<file path="config.mk">
export PLATFORM = sky130hd
export DESIGN_NAME = irq_arbiter
export DESIGN_NICKNAME = d
export VERILOG_FILES = /design/src/rtl/irq_arbiter_pkg.sv /design/src/rtl/irq_arbiter_prio_pick.sv /design/src/rtl/irq_arbiter.sv
export SDC_FILE = /design/constraint.sdc
export NUM_CORES = 1
export LEC_CHECK = 0
export CORE_MARGIN = 2
export CORE_UTILIZATION = 49
export CTS_CLUSTER_DIAMETER = 80
export DETAILED_ROUTE_END_ITERATION = 10
export PLACE_DENSITY = 0.8
export SYNTH_ARGS = -nofsm -noshare
export SYNTH_HDL_FRONTEND = slang
export SYNTH_SLANG_ARGS = --single-unit
</file>
<file path="constraint.sdc">
create_clock -name clk_i -period 2.2 [get_ports clk_i]
set_input_delay 0.66 -clock clk_i [delete_from_list [all_inputs] [get_ports clk_i]]
set_output_delay 0.66 -clock clk_i [all_outputs]
set_load 0.02 [all_outputs]
</file>
<file path="src/rtl/irq_arbiter_pkg.sv">
`default_nettype none
// ============================================================================
// Module   : irq_arbiter_pkg
// Purpose  : Shared types, sizes and helpers for the interrupt arbiter.
// Revision : 1.0 - initial release
// ============================================================================
package irq_arbiter_pkg;

  localparam int MAX_IRQ      = 32;
  localparam int IRQ_ID_WIDTH = 5;

  typedef enum logic [0:0] {
    IDLE = 1'b0,
    REQ  = 1'b1
  } arb_state_e;

  // Index of the lowest set bit; 0 when the vector is empty (caller checks valid).
  function automatic logic [IRQ_ID_WIDTH-1:0] lowest_set_idx(input logic [MAX_IRQ-1:0] vec);
    logic [IRQ_ID_WIDTH-1:0] idx;
    idx = '0;
    for (int i = MAX_IRQ - 1; i >= 0; i--) begin
      if (vec[i]) idx = i[IRQ_ID_WIDTH-1:0];
    end
    return idx;
  endfunction

endpackage
`default_nettype wire

</file>
<file path="src/rtl/irq_arbiter_prio_pick.sv">
`default_nettype none
// ============================================================================
// Module   : irq_prio_pick
// Purpose  : Combinational winner selection. The pending vector is rotated so
//            that base_i lands on bit 0, the lowest set bit is found, and the
//            offset is added back to base_i modulo NUM_IRQ.
// Revision : 1.0 - initial release
// ============================================================================
module irq_prio_pick
  import irq_arbiter_pkg::*;
#(
  parameter int NUM_IRQ  = 32,
  parameter int ID_WIDTH = IRQ_ID_WIDTH
) (
  input  logic [NUM_IRQ-1:0]  pending_i,
  input  logic [ID_WIDTH-1:0] base_i,
  output logic                valid_o,
  output logic [ID_WIDTH-1:0] id_o
);

  localparam logic [ID_WIDTH:0] NUM_W = (ID_WIDTH + 1)'(NUM_IRQ);

  logic [2*NUM_IRQ-1:0]    dbl_w;
  logic [NUM_IRQ-1:0]      rot_w;
  logic [MAX_IRQ-1:0]      rot_ext_w;
  logic [IRQ_ID_WIDTH-1:0] off_w;
  logic [ID_WIDTH:0]       sum_w;
  logic [ID_WIDTH:0]       wrap_w;

  // Doubling the vector turns a variable shift into a rotate for any NUM_IRQ.
  assign dbl_w     = {pending_i, pending_i} >> base_i;
  assign rot_w     = dbl_w[NUM_IRQ-1:0];
  assign rot_ext_w = MAX_IRQ'(rot_w);
  assign off_w     = lowest_set_idx(rot_ext_w);

  // Both operands are below NUM_IRQ, so one conditional subtract wraps the sum.
  assign sum_w   = {1'b0, off_w[ID_WIDTH-1:0]} + {1'b0, base_i};
  assign wrap_w  = (sum_w >= NUM_W) ? (sum_w - NUM_W) : sum_w;
  assign id_o    = wrap_w[ID_WIDTH-1:0];
  assign valid_o = |pending_i;

endmodule
`default_nettype wire

</file>
<file path="src/rtl/irq_arbiter.sv">
`default_nettype none
// ============================================================================
// Module   : irq_arbiter
// Purpose  : Latches edge/level interrupt events into a pending register,
//            picks one winner and holds request + ID until the core acks it.
//            Define IRQ_ARB_RR_EN for round-robin selection; otherwise the
//            lowest pending index always wins.
// Revision : 1.0 - initial release
// ============================================================================
module irq_arbiter
  import irq_arbiter_pkg::*;
#(
  parameter int          NUM_IRQ    = 32,
  parameter int          ID_WIDTH   = IRQ_ID_WIDTH,
  parameter logic [31:0] LEVEL_MASK = 32'h0
) (
  input  logic                clk_i,
  input  logic                rst_n,
  input  logic                enable_i,
  input  logic [NUM_IRQ-1:0]  irq_i,
  output logic                irq_req_o,
  output logic [ID_WIDTH-1:0] irq_id_o,
  input  logic                irq_ack_i,
  input  logic [ID_WIDTH-1:0] irq_ack_id_i,
  output logic [NUM_IRQ-1:0]  pending_o,
  output logic                ack_err_o
);

  localparam logic [NUM_IRQ-1:0] LVL = LEVEL_MASK[NUM_IRQ-1:0];

  arb_state_e          state_q, state_d;
  logic [NUM_IRQ-1:0]  irq_q;
  logic [NUM_IRQ-1:0]  pending_q, pending_d;
  logic [ID_WIDTH-1:0] id_q, id_d;
  logic                err_q, err_d;

  logic [NUM_IRQ-1:0]  rise_w;
  logic [NUM_IRQ-1:0]  clr_w;
  logic                ack_hit_w;
  logic [ID_WIDTH-1:0] base_w;
  logic                pick_valid_w;
  logic [ID_WIDTH-1:0] pick_id_w;

`ifdef IRQ_ARB_RR_EN
  logic [ID_WIDTH-1:0] rr_q, rr_d;
  assign base_w = rr_q;
`else
  assign base_w = '0;
`endif

  assign rise_w    = irq_i & ~irq_q;
  assign ack_hit_w = (state_q == REQ) && irq_ack_i && (irq_ack_id_i == id_q);

  // One-hot clear of the acknowledged line.
  always_comb begin
    clr_w = '0;
    if (ack_hit_w) clr_w[id_q] = 1'b1;
  end

  // Level lines follow the input; edge lines hold until acked, a new edge wins over the clear.
  assign pending_d = (LVL & irq_i) | (~LVL & ((pending_q & ~clr_w) | rise_w));

  irq_prio_pick #(
    .NUM_IRQ  (NUM_IRQ),
    .ID_WIDTH (ID_WIDTH)
  ) u_pick (
    .pending_i (pending_q),
    .base_i    (base_w),
    .valid_o   (pick_valid_w),
    .id_o      (pick_id_w)
  );

  // Next-state logic: request launch, ack handling, withdrawal and ack errors.
  always_comb begin
    state_d = state_q;
    id_d    = id_q;
    err_d   = 1'b0;
`ifdef IRQ_ARB_RR_EN
    rr_d    = rr_q;
`endif
    case (state_q)
      IDLE: begin
        err_d = irq_ack_i;
        if (enable_i && pick_valid_w) begin
          state_d = REQ;
          id_d    = pick_id_w;
        end
      end
      REQ: begin
        if (ack_hit_w) begin
          state_d = IDLE;
`ifdef IRQ_ARB_RR_EN
          rr_d    = (id_q == ID_WIDTH'(NUM_IRQ - 1)) ? '0 : id_q + ID_WIDTH'(1);
`endif
        end else begin
          err_d = irq_ack_i;
          if (!enable_i || !pending_q[id_q]) state_d = IDLE;
        end
      end
      default: state_d = IDLE;
    endcase
  end

  // State, pending and input history registers.
  always_ff @(posedge clk_i or negedge rst_n) begin
    if (!rst_n) begin
      state_q   <= IDLE;
      irq_q     <= '0;
      pending_q <= '0;
      id_q      <= '0;
      err_q     <= 1'b0;
`ifdef IRQ_ARB_RR_EN
      rr_q      <= '0;
`endif
    end else begin
      state_q   <= state_d;
      irq_q     <= irq_i;
      pending_q <= pending_d;
      id_q      <= id_d;
      err_q     <= err_d;
`ifdef IRQ_ARB_RR_EN
      rr_q      <= rr_d;
`endif
    end
  end

  assign irq_req_o = (state_q == REQ);
  assign irq_id_o  = id_q;
  assign pending_o = pending_q;
  assign ack_err_o = err_q;

endmodule
`default_nettype wire

</file>
==> results.md <==
Floorplanning:
- The die outline area is roughly 0.0071 sq mm.
- The area of the core region is around 0.0063 sq mm.
- The number of standard-cell rows in the floorplan is 29.
- The initial utilization of the core area, before any placement, comes to 0.5033.
- The overall die height is around 84 um.
- Measured along the x axis, the die boundary spans roughly 84 um.
- The number of placed I/O pins is 80.

Power and ir drop:
- The leakage power is approximately 1.8 nW.
- The peak supply drop is 0.6800 mV.
- Dividing total power by cell area gives a power density of roughly 760 mW/mm^2.

Timing:
- For the pin with the worst max-slew slack, the measured transition is about 0.63 ns.
- The clock arrives with just over 0.009 ns of skew.
- The final worst-path cycle share is 0.9786.
- The sum of negative setup slack is 0 ns.
- For this run, the top clock speed supported by timing is about 460 MHz.
- The number of max-slew violations in the final report is 0.
- Setup repair after global routing left no endpoint under its margin.
- The minimum hold slack is 0.2192 ns.
- The worst-case headroom to the max-slew limit is 0.5752.
- Counting I/O delays and the setup requirement, the final critical path takes between 2 and 2.5 ns.
- The total count of hold-check failures in the final report is 0.
- The final setup violation count is 0.

Global route:
- The number of global-route vias before repair is 2767.
- The pin count of the biggest net entering global routing is 29.
- The wire length of the first global-routing pass is roughly 14000 um.
- The residual overflow from global routing is 0.
- Across every metal layer, demand over resource in global routing totals 0.2547.
- The number of antenna violations at the first check in global routing came to 0.

CTS:
- The total of hold buffers inserted after clock tree synthesis is 0.
- The tree is rooted in a clkbuf_8.
- Counting every sink on the clock net gives 71.
- The number of buffers on the longest clock path is 2.
- The clock-pin slew reported for the worst setup and hold paths after clock tree synthesis is ~0.080 ns.
- The depth of the CTS H-tree is 3.
- Clock tree synthesis inserted a total of 9 buffers.
- The CTS tree is done.
- At the later pin of the worst-skew pair, clock insertion delay measures around 0.35 ns.

Drt:
- The detail route stage leaves a number of antenna-violating nets equal to 0.
- The final layout contains routed wiring with a total length of about 8600 um.
- The average wire per standard cell is about 17 um.
- The detailed router's first-iteration violation count is between 200 and 250.
- The routed via count divided by cell count is 5.663.
- The first TritonRoute pass finished after 5 iterations.
- The total vias in the final route is between 2k and 3k.
- In the routed design, unresolved DRC markers number 0.

Worst setup path:
- The category of the worst setup path launch point is an input pin.
- The type of the setup path with the least slack is in -> reg.
- The critical path endpoint category is a flop.
- The maximum fanout encountered on the critical timing path is 7.
- STA puts the critical path data arrival time at 2.39 ns.
- The data required time at the worst endpoint is between 2 and 2.5 ns.

Synthesis:
- In this run, synthesis produced a sequential element count of 71.
- The cell count after synthesis is a little over 300.
- For this run, the number of Yosys warnings is 0.
- The most used flip-flop cell after synthesis is dfrtp_1.
- The post-synthesis cell type with the largest combined area is dfrtp_1.
- After synthesis, the cell types taking the most area are dfrtp_1 (56%), o21ai_1 (9.8%), inv_1 (4.9%), mux4_2 (2.9%), nor2_1 (2.9%).
- The synthesized netlist occupies a cell area of 0.003159 sq mm.
- The average size of a mapped cell is just over 10 sq um.
- When the netlist entered floorplanning its net count stood at 351.
- In this run, distinct cell masters in the synthesized netlist total 46.
- The portion of the post-synthesis area used by sequential elements is 0.5624.
- The async set-reset flop share out of synthesis is 1.000.
- The portion of synthesized cell area occupied by the leading cell type is 0.5624.
- Counting flops with a built-in enable in the synthesized netlist gives 0.

Layout:
- The area occupied by registers is ~0.0018 sq mm.
- The number of antenna diodes in the final layout is 0.
- The area of all placed cells without fillers is 0.004446 sq mm.
- In the final layout, the share of cells above drive strength 1 is 0.1373.
- The growth of design area from synthesis to finish is 40.71%.
- For this run, the number of standard cells in the final layout without fillers is roughly 490.
- The fill cell total of the finished layout is between 500 and 600.
- The multi-input combinational cells in the finished layout cover a total of between 0.001 and 0.0015 sq mm.
- The count of nets after finishing is about 450.
- The top cell types in the final layout, fill and taps aside, are dfrtp_1 (68), clkdlybuf4s50_1 (68), o21ai_1 (58), inv_1 (41), nor2_1 (24).

Place:
- The count of buffers added on input and output ports is 79.
- The area after detailed placement is between 0.004 and 0.005 sq mm.
- The half-perimeter wire length of the detailed placement result is ~6200 um.
- The weighted congestion reported at the end of routability-driven placement is a little under 0.9.
- The number of placed instances, taps included is 473.

Status:
- The flow ran to the end, and the final reports show no timing, DRC or antenna violations.

Min path:
- The path class of the tightest hold or removal check is in -> async.

Job:
- Across the run, the number of max-cap violations was 0.
state kept, by name, summed over array words and instances, names as in the netlist:
name / count
ack_err_o: 1
irq_id_o: 5
irq_req_o: 1
irq_q: 32
pending_o: 32
area by class of cell:
| class | count | share of cell area |
|---|---|---|
| sequential | 71 | 0.4005 |
| multi-input combinational | 187 | 0.2772 |
| timing repair buffer | 98 | 0.2145 |
| inverter | 44 | 0.03715 |
| clock buffer | 9 | 0.02786 |
| tap | 77 | 0.02167 |
| clock inverter | 6 | 0.02111 |
stage by stage:
stage,util,total power (W),setup slack (ns)
6_report,0.7082,0.003370,0.04715
5_1_grt,0.7082,0.003526,0.00001132
4_1_cts,0.7040,0.003374,0.006492
3_5_place_dp,0.6574,0.002214,-0.5363
3_3_place_gp,0.6574,0.002199,-0.4797
2_1_floorplan,-,0.001865,0.08366
worst max-delay path: stages:
cell	delay, ns
dlygate4sd2_1	0.26
xor2_2	0.19
nor4_4	0.32
nand4_4	0.18
buf_6	0.15
or3_4	0.39
o21ai_1	0.15
o21ai_1	0.08
worst paths after layout:
check / from / end / slack (ns) / cells after the start
worst max-delay path: irq_ack_id_i[1] / pending_o[16] / 0.05 / 8
min in group clk_i: irq_q[8] / pending_o[8] / 0.41 / 1
worst min register to register: irq_q[8] / pending_o[8] / 0.41 / 1
worst min-delay path: rst_n / pending_o[18] / 0.22 / 1
max in group asynchronous: rst_n / pending_o[10] / 1.28 / 2
worst max register to register: irq_id_o[0] / pending_o[16] / 0.09 / 7
what timing repair did:
item | 4_1_cts | 5_1_grt
endpoints found under the setup margin | 31 | 15
resized for setup | 23 | 5
setup buffers | 3 | 1
pin swaps | 10 | 4
kinds of logic after synthesis:
group | Yosys count | synth area share
and+or+nand+nor | 67 | 0.1172
buffers and inverters | 52 | 0.06495
xor gates and xnor gates | 5 | 0.01624
DFF | 71 | 0.5624
muxes | 12 | 0.05465
AOI/OAI and AO/OA | 103 | 0.1846
cells in the mapped netlist, drive strengths merged (2+ instances only):
library cell and count:
a21oi 15, a31oi 3, buf 3, clkbuf 5
clkinv 2, dfrtp 71, inv 42, mux2 2
mux2i 6, mux4 4, nand2 9, nand2b 3
nand3 5, nand3b 3, nand4 2, nor2 24
nor3 5, nor4 5, o21ai 65, o221ai 2
o22ai 3, o311ai 2, o31ai 5, or2 3
or3 2, or4 3, xor2 4
power breakdown:
| part | leakage [nW] | internal, W | switching [W] | total (W) |
|---|---|---|---|---|
| logic | 0.952 | 0.000325 | 0.000443 | 0.000767 |
| clock network | 0.106 | 0.000639 | 0.000504 | 0.00114 |
| registers | 0.739 | 0.00138 | 0.0000832 | 0.00146 |
routing by layer:
| metal | GRT usage | part of all wire |
|---|---|---|
| met2 | 0.3968 | 0.48 |
| met3 | 0.07276 | 0.070 |
| met5 | 0 | 0 |
| met1 | 0.3442 | 0.42 |
| met4 | 0.08944 | 0.020 |
Power figures use the tool's default switching activity.
